==> src/rtl/s2p_load_sched_pkg.sv <==
// Purpose: shared types and constants for the seq2parallel load scheduler.
// Latency: n/a (types, constants and one elaboration-time helper only).
// Backpressure: n/a.
package s2p_load_sched_pkg;

    // Beats per row; matches the convolution kernel width.
    localparam int KERNEL_WIDTH = 3;

    // Ceiling log2, never less than 1, so that a counter always has at least one bit.
    function automatic int C_LOG_2(input int n);
        int r;
        r = 1;
        for (int i = 1; i < 32; i++) begin
            if ((1 << i) < n) begin
                r = i + 1;
            end
        end
        return r;
    endfunction

    typedef enum logic [1:0] {
        S_IDLE  = 2'd0,
        S_BURST = 2'd1,
        S_GAP   = 2'd2
    } main_state_t;

    typedef enum logic [1:0] {
        SL_EMPTY   = 2'd0,
        SL_LOADING = 2'd1,
        SL_STAGED  = 2'd2
    } slot_state_t;

    typedef enum logic {
        TGT_ACT = 1'b0,
        TGT_WGT = 1'b1
    } tgt_t;

endpackage

==> src/rtl/s2p_slot_fsm.sv <==
// Purpose: tracks one loader's staging slot (EMPTY -> LOADING -> STAGED -> EMPTY).
// Latency: refresh is combinational on take while STAGED; empty/eligible are registered state.
// Backpressure: the slot holds STAGED while take=0, which blocks new grants for this target.
// Ports: req/grant/last_beat/take in; eligible_req, refresh, empty out.
module s2p_slot_fsm
    import s2p_load_sched_pkg::*;
(
    input  logic clk,
    input  logic reset_n,
    input  logic req,
    input  logic grant,
    input  logic last_beat,
    input  logic take,
    output logic eligible_req,
    output logic refresh,
    output logic empty
);

    slot_state_t state;
    slot_state_t state_nxt;

    always_ff @(posedge clk or negedge reset_n) begin
        if (!reset_n) begin
            state <= SL_EMPTY;
        end else begin
            state <= state_nxt;
        end
    end

    always_comb begin
        state_nxt = state;
        case (state)
            SL_EMPTY:   if (grant)     state_nxt = SL_LOADING;
            SL_LOADING: if (last_beat) state_nxt = SL_STAGED;
            SL_STAGED:  if (take)      state_nxt = SL_EMPTY;
            default:                   state_nxt = SL_EMPTY;
        endcase
    end

    // Eligibility uses the registered state, so a slot refreshing this cycle
    // only becomes eligible on the next one.
    always_comb begin
        empty        = (state == SL_EMPTY);
        refresh      = (state == SL_STAGED) && take;
        eligible_req = req && (state == SL_EMPTY);
    end

endmodule

==> src/rtl/s2p_load_sched.sv <==
// Purpose: shares one FWFT row source between the activation and weight seq2parallel loaders.
// Latency: begin/src_rd one cycle after the IDLE grant; NUM beats, one GAP, then IDLE again.
// Backpressure: grants wait for src_avail and an EMPTY slot; STAGED slots hold until take.
// Ports: act/wgt_req, act/wgt_take, src_avail in; src_rd, src_sel, *_begin, *_refresh, busy out.
module s2p_load_sched
    import s2p_load_sched_pkg::*;
#(
    parameter int NUM   = KERNEL_WIDTH,
    parameter int CNT_W = C_LOG_2(NUM)
) (
    input  logic clk,
    input  logic reset_n,
    input  logic act_req,
    input  logic wgt_req,
    input  logic act_take,
    input  logic wgt_take,
    input  logic src_avail,
    output logic src_rd,
    output logic src_sel,
    output logic act_begin,
    output logic wgt_begin,
    output logic act_refresh,
    output logic wgt_refresh,
    output logic busy
);

    main_state_t       state;
    main_state_t       state_nxt;
    logic [CNT_W-1:0]  cnt;
    tgt_t              sel;
    tgt_t              ptr;
    tgt_t              pick;

    logic act_elig;
    logic wgt_elig;
    logic act_empty;
    logic wgt_empty;
    logic grant_go;
    logic grant_act;
    logic grant_wgt;
    logic last_beat;

    // Round-robin only matters when both sides are eligible.
    always_comb begin
        pick = TGT_ACT;
        if (act_elig && wgt_elig) begin
            pick = ptr;
        end else if (wgt_elig) begin
            pick = TGT_WGT;
        end
    end

    // src_avail is only looked at here: once granted, the burst runs to completion.
    assign grant_go  = (state == S_IDLE) && src_avail && (act_elig || wgt_elig);
    assign grant_act = grant_go && (pick == TGT_ACT);
    assign grant_wgt = grant_go && (pick == TGT_WGT);
    assign last_beat = (state == S_BURST) && (cnt == CNT_W'(NUM - 1));

    // State register together with the burst counter, target select and pointer.
    always_ff @(posedge clk or negedge reset_n) begin
        if (!reset_n) begin
            state <= S_IDLE;
            cnt   <= '0;
            sel   <= TGT_ACT;
            ptr   <= TGT_ACT;
        end else begin
            state <= state_nxt;
            if (grant_go) begin
                cnt <= '0;
                sel <= pick;
                ptr <= (pick == TGT_ACT) ? TGT_WGT : TGT_ACT;
            end else if (state == S_BURST) begin
                cnt <= cnt + CNT_W'(1);
            end
        end
    end

    always_comb begin
        state_nxt = state;
        case (state)
            S_IDLE:  if (grant_go)  state_nxt = S_BURST;
            S_BURST: if (last_beat) state_nxt = S_GAP;
            // One dead cycle so the loader's own beat counter wraps back to 0.
            S_GAP:                  state_nxt = S_IDLE;
            default:                state_nxt = S_IDLE;
        endcase
    end

    // Outputs decode registered state only, so reset clears them immediately.
    always_comb begin
        src_rd    = (state == S_BURST);
        busy      = (state == S_BURST);
        src_sel   = sel;
        act_begin = (state == S_BURST) && (cnt == '0) && (sel == TGT_ACT);
        wgt_begin = (state == S_BURST) && (cnt == '0) && (sel == TGT_WGT);
    end

    s2p_slot_fsm u_act_slot (
        .clk          (clk),
        .reset_n      (reset_n),
        .req          (act_req),
        .grant        (grant_act),
        .last_beat    (last_beat && (sel == TGT_ACT)),
        .take         (act_take),
        .eligible_req (act_elig),
        .refresh      (act_refresh),
        .empty        (act_empty)
    );

    s2p_slot_fsm u_wgt_slot (
        .clk          (clk),
        .reset_n      (reset_n),
        .req          (wgt_req),
        .grant        (grant_wgt),
        .last_beat    (last_beat && (sel == TGT_WGT)),
        .take         (wgt_take),
        .eligible_req (wgt_elig),
        .refresh      (wgt_refresh),
        .empty        (wgt_empty)
    );

    // Slot emptiness is folded into eligibility; kept visible for debug probing.
    logic unused_empty;
    assign unused_empty = act_empty ^ wgt_empty;

endmodule
==> config.mk <==
export PLATFORM = sky130hd
export DESIGN_NAME = s2p_load_sched
export DESIGN_NICKNAME = d
export VERILOG_FILES = /design/src/rtl/s2p_load_sched_pkg.sv /design/src/rtl/s2p_slot_fsm.sv /design/src/rtl/s2p_load_sched.sv
export SDC_FILE = /design/constraint.sdc
export NUM_CORES = 1
export LEC_CHECK = 0
export CAP_MARGIN = 40
export CORE_AREA = 4 4 72 74
export DETAILED_ROUTE_END_ITERATION = 6
export DIE_AREA = 0 0 76 78
export PLACE_DENSITY = 0.77
export RECOVER_POWER = 100
export SLEW_MARGIN = 20
export SYNTH_ARGS = -nofsm -noshare
export SYNTH_HDL_FRONTEND = slang
export SYNTH_SLANG_ARGS = --single-unit
==> constraint.sdc <==
create_clock -name clk -period 2 [get_ports clk]
set_input_delay 0.6 -clock clk [delete_from_list [all_inputs] [get_ports clk]]
set_output_delay 0.6 -clock clk [all_outputs]
set_load 0.05 [all_outputs]
==> reports/qor.yml, run 1 <==
synth_cell_types: 47
ios: 14
highest_count_cells_in_the_layout_ignoring_fill_and_taps: "buf_4, dfrtp_1, nand2_1"
timing.final.ws_setup_ns: -0.408
grt_pass1_vias: 2222
rsz0062_at_grt: "true"
multi_input_comb_area_um2: 1320
chipWidth_um: 76
std_cell_rows: 25
clockRootBuffer: "clkbuf_8"
synth-seq-area-share_pct: 44.8
reg2regPathDepth: 6
maxCapViolations: 0
synth-warning-count: 0
cts_sinks: 40
critical_path.max_fanout: 2
tightestPinTransition_ns: 0.958
critPathLaunchType: "register"
slew_violations: 0
fp.dieH_um: 78
timing.critical_path.to_type: "output pin"
drcViolationCount: 0
static_leakage_nw: 1.29
syn-mean-instance-area_um2: 9.30
dieArea_um2: 5930
ant_nets: 0
final.setup.tns_ns: -1.06
crit_path_cell_trace: "nor4_4 -> nand4_1 -> nor2_2 -> and4_4 -> buf_12"
port-buffer-count: 13
cp_top_family: "simple AND/OR/NAND/NOR gates"
post-place-ws_ns: -0.118
worstSetupPathType: "reg2out"
route.final.wire_length_um: 6490
final_common_cell: "buf_4"
r2r_setup_slk_ns: -0.10
detail_route.first_pass.iterations: 5
grt_antenna_before_repair: 0
hold_viol_final: 0
groute.usage.overall_pct: 21.0
clk-insertion-delay-late_ns: 0.30
drt_iter0_markers: 266
path_clk_slew_ns: 0.08
maxClockFrequency_mhz: 415
hold_path_class: "in2async"
cts_hold_repair.buffers: 0
clk_path_buf_depth: 2
outcome: "complete, but fails checks"
finalCritPeriodShare_pct: 120
via_count: 2262
via_per_inst: 6.16
fraction_of_registers_with_async_set_reset_pct: 100
reg2reg_to: "cnt[28]"
worst-path-buf-inv: 1
vdd_drop_max_uv: 712
finalSetupViolCount: 8
syn_to_final_growth_pct: 43.3
synth_enable_flop_cells: 0
area_fraction_of_the_dominant_cell_type_after_synthesis_pct: 44.8
critical-path-max-stage-delay_ns: 0.43
violations: "negative setup slack"
worst_slew_margin_pct: 36.1
arrival_ns: 1.81
final_layout_size_suffix_gt1_share_pct: 36.1
filler_cells_inserted: 335
first_pass_grt_wire_length_um: 10100
initial_core_util_pct: 48.5
critical_path.reg2reg.startpoint: "cnt[14]"
power_per_cell_area_nw_per_um2: 833
cp.required_ns: 1.40
synthCells: 240
synth-seq-cells: 40
detailed_place_hpwl_um: 4000
cts_inserted_buffers: 5
antennaDiodeCount: 0
synth_largest_area_cell: "dfrtp_1"
htree_num_levels: 2
synth_ff_type: "dfrtp_1"
final.min_clock_period_ns: 2.41
clock_skews_ns: 0.00715
wl_per_cell_um: 17.7
core_region_area_um2: 4600
synth_area_leaders: "dfrtp_1, or4_1, o31ai_1"
synthesis.nets: 250
syn-cell-area_um2: 2230
sequential_cell_area_um2: 1000
final_net_count: 323
routabilityCongestion: 0.860
globalRouteOverflowTotal: 0
timing.critical_path.slowest_stage_cell: "dfrtp_1"
tritoncts: "done"
power_mw: 2.67
grt_max_degree: 26
==> cells in the mapped netlist (all sizes together) (2+ instances only) <==
cell and number:
nor4 12, nand4 10, or4 15, dfrtp 40
a21oi 14, ha 3, xor2 3, nand2b 3
o21ai 4, xnor2 8, or2 2, buf 4
or3 6, nand3 7, clkbuf 9, mux2i 6
nor3b 5, a31oi 2, and4 4, nor2 17
o31ai 12, inv 9, nand2 23, nor3 7
==> worst max path at each step <==
| stage | from | end | slack, ns | depth (start not counted) |
|---|---|---|---|---|
| final | cnt[28] | act_begin | -0.41 | 5 |
| after global routing | cnt[28] | wgt_begin | -0.49 | 5 |
| after CTS | cnt[22] | wgt_begin | -0.39 | 5 |
| after detailed placement | cnt[28] | wgt_begin | -0.12 | 5 |
| after global placement | cnt[13] | wgt_begin | -0.09 | 5 |
| after floorplan | cnt[13] | act_begin | 0.02 | 4 |
==> stage by stage <==
step                      instances  area, um^2  hold WS [ns]  util (%)
final                           367        3200         0.420      69.6
after CTS                       362        3080         0.229      66.9
after detailed placement        347        2840         0.443      61.7
after global placement          347        2840         0.441      61.7
after floorplan                 240        2240         0.304         -
after global routing            367        3200         0.493      69.6
==> flip-flops by register name, indices dropped and copies added (netlist names) <==
signal,flops
state,2
cnt,32
u_act_slot.state,2
ptr,1
u_wgt_slot.state,2
src_sel,1
==> routing by layer <==
metal | track usage [%] | routed length (um) | part of all wire (%) | up-vias
met2 | 36.1 | 3410 | 53 | 82
met3 | 4.06 | 365 | 5.6 | 13
met4 | 9.61 | 126 | 1.9 | 0
met5 | 0 | 0 | 0 | -
met1 | 25.1 | 2590 | 40 | 1117
li1 | - | - | - | 1050
==> timing repair <==
item | CTS | global route
buffers inserted | 9 | 11
pin swaps | 8 | 18
cloned | 0 | 1
gates resized for setup | 26 | 28
setup endpoints to repair | 18 | 26
==> where the power goes <==
group / total [mW] / leakage [nW] / internal, mW / switching [mW]
combinational: 1.02 / 0.786 / 0.498 / 0.521
clock: 0.525 / 0.0410 / 0.237 / 0.288
sequential: 1.12 / 0.467 / 0.963 / 0.159
==> area by class of cell <==
cell class / count / share of cell area, %
clock buffers: 6 / 2.27
flip-flops and latches: 40 / 31.4
clock inverters: 1 / 0.156
inverters: 9 / 1.06
well taps: 54 / 2.11
multi-input cells: 179 / 41.3
repair buffers: 78 / 21.7
==> worst register-to-register path, delay by kind of cell (launching register included) <==
family | cells | cell delay, ns
AND/OR/NAND/NOR | 3 | 1.26
buffers and inverters | 2 | 0.21
flip-flops | 1 | 0.41
AO/OA/AOI/OAI | 1 | 0.15
==> cell families after synthesis <==
group	count (synthesis)	share of synthesized area (%)
adder cells (fa/ha/maj)	3	1.68
buffers and inverters	22	4.37
AND/OR/NAND/NOR	118	30.4
flip-flops	40	44.8
AO/OA/AOI/OAI	40	11.7
multiplexers	6	2.69
XOR/XNOR	11	4.32
(Power assumes the default switching activity.)
==> inputs of run 2 (changes only) <==
Settings changed: MAX_ROUTING_LAYER from default to met4.
==> run 2 against run 1 <==
Net effect: the run still ends with negative setup slack left; die area did not move; core utilization did not move; count of clock-buffer cells in the layout stayed put; register-to-register slack about the same; total power fell by 0.21%; non-clock buffer count unchanged; clock skew is 0.0015 ns higher; critical endpoint unchanged.
==> reports/qor.yml, run 2 (synthesized netlist as in run 1, its figures left out) <==
core_region_area_um2: 4600  # unchanged
htree_num_levels: 2  # unchanged
fin_util_pct: 69.6  # unchanged
grt_max_degree: 26  # unchanged
wl_per_cell_um: 17.5  # -0.92%
std_cell_rows: 25  # unchanged
crit_path_cell_trace: "nor4_1 -> nand4_1 -> nor2_2 -> and4_4 -> buf_12"
globalRouteOverflowTotal: 0  # unchanged
worstSetupPathType: "reg2out"
hold_viol_final: 0  # unchanged
maxClockFrequency_mhz: 414  # -0.31%
timing.final.ws_setup_ns: -0.416  # -0.00761 ns
grt_pass1_vias: 2218  # -0.18%
grt_antenna_before_repair: 0  # unchanged
final_layout_size_suffix_gt1_share_pct: 36.1  # unchanged
power.share.switching_pct: 36.2  # -0.14 points
sequential_cell_area_um2: 1000  # unchanged
cp_top_family: "simple AND/OR/NAND/NOR gates"
path_clk_slew_ns: 0.08  # about the same
port-buffer-count: 13  # unchanged
drt_iter0_markers: 293  # +10%
p_seq_share_pct: 42.2  # about the same
slew_violations: 0  # unchanged
antennaDiodeCount: 0  # unchanged
via_count: 2269  # +0.31%
arrival_ns: 1.82  # about the same
syn_to_final_growth_pct: 43.3  # unchanged
dieArea_um2: 5930  # unchanged
maxCapViolations: 0  # unchanged
cts_sinks: 40  # unchanged
top_register: "cnt"
initial_core_util_pct: 48.5  # unchanged
critical_path.max_fanout: 5  # +3
cts_inserted_buffers: 5  # unchanged
fp.dieH_um: 78  # unchanged
rsz0062_at_grt: "true"
timing.critical_path.to_type: "output pin"
tightestPinTransition_ns: 0.955  # -0.00311 ns
groute.usage.overall_pct: 21.6  # +0.61 points
cp.required_ns: 1.40  # about the same
outcome: "complete, but fails checks"
timing.critical_path.slowest_stage_cell: "dfrtp_1"
detail_route.first_pass.iterations: 5  # unchanged
power_mw: 2.66  # -0.21%
worst-path-stages: 5  # unchanged
number_of_flip_flops_under_the_largest_register_name: 32  # unchanged
final_net_count: 323  # unchanged
highest_count_cells_in_the_layout_ignoring_fill_and_taps: "buf_4, dfrtp_1, nand2_1"
share_clk_of_total_power_pct: 19.6  # about the same
worst_slew_margin_pct: 36.4  # +0.21 points
static_leakage_nw: 1.29  # unchanged
multi_input_comb_area_um2: 1320  # unchanged
reg2regPathDepth: 6  # unchanged
first_pass_grt_wire_length_um: 10100  # about the same
hold_path_class: "in2async"
final.setup.tns_ns: -1.04  # +0.0230 ns
critical-path-max-stage-delay_ns: 0.44  # about the same
power_per_cell_area_nw_per_um2: 832  # -0.21%
vdd_drop_max_uv: 712  # about the same
drcViolationCount: 0  # unchanged
route.final.wire_length_um: 6430  # -0.92%
cts_hold_repair.buffers: 0  # unchanged
routabilityCongestion: 0.874  # +1.6%
via_per_inst: 6.18  # +0.31%
violations: "negative setup slack"
chipWidth_um: 76  # unchanged
r2r_setup_slk_ns: -0.10  # about the same
filler_cells_inserted: 335  # unchanged
clk_path_buf_depth: 2  # unchanged
clockRootBuffer: "clkbuf_8"
final_common_cell: "buf_4"
worst-path-buf-inv: 1  # unchanged
tritoncts: "done"
p_int_mw: 1.70  # unchanged
clk-insertion-delay-late_ns: 0.30  # about the same
finalCritPeriodShare_pct: 121  # +0.38 points
detailed_place_hpwl_um: 4000  # unchanged
ios: 14  # unchanged
p_sw_mw: 0.962  # -0.59%
critPathLaunchType: "register"
finalSetupViolCount: 6  # -2
final.min_clock_period_ns: 2.42  # +0.00761 ns
clock_skews_ns: 0.00865  # +0.00150 ns
ant_nets: 0  # unchanged
comb_power_share_pct: 38.2  # about the same
-- run 2: final timing paths --
path,from,endpoint
max in group asynchronous,reset_n,cnt[0]
min in group clk,u_act_slot.state[1],u_act_slot.state[0]
hold reg to reg,u_act_slot.state[1],u_act_slot.state[0]
setup / recovery,cnt[7],act_begin
setup reg to reg,cnt[14],cnt[28]
hold / removal,reset_n,cnt[31]
-- run 2: cell type report --
class,instances,share of cell area (%)
well taps,54,2.11
flip-flops and latches,40,31.4
repair buffers,78,21.7
clock buffers,6,2.27
multi-input cells,179,41.3
clock inverters,1,0.156
inverters,9,1.06
-- run 2: what timing repair did --
action | 4_1_cts | 5_1_grt
pin swaps | 8 | 18
buffers inserted | 9 | 11
setup endpoints to repair | 18 | 26
resized for setup | 26 | 28
cloned | 0 | 1
-- run 2: power by group through the flow --
stage | combinational (mW) | sequential, mW | clock, mW
finish | 1.02 | 1.12 | 0.522
global route | 1.10 | 1.14 | 0.563
CTS | 0.918 | 1.11 | 0.525
detailed placement | 0.871 | 1.11 | 0
global placement | 0.839 | 1.10 | 0
floorplan | 0.390 | 1.14 | 0
-- run 2: per-layer routing --
metal | vias up | global-route usage, % | share of wire [%]
met5 | - | - | 0
met4 | 0 | 9.61 | 2.5
met3 | 22 | 4.06 | 6.4
met2 | 93 | 36.2 | 52
met1 | 1107 | 25.1 | 39
li1 | 1047 | - | -
-- run 2: metrics by stage --
step,cells,hold WS (ns),setup slack [ns],area (um^2)
after floorplan,240,0.304,0.0248,2240
after global placement,347,0.441,-0.0884,2840
after detailed placement,347,0.443,-0.118,2840
after CTS,362,0.229,-0.389,3080
after global routing,367,0.493,-0.490,3200
final,367,0.419,-0.416,3200
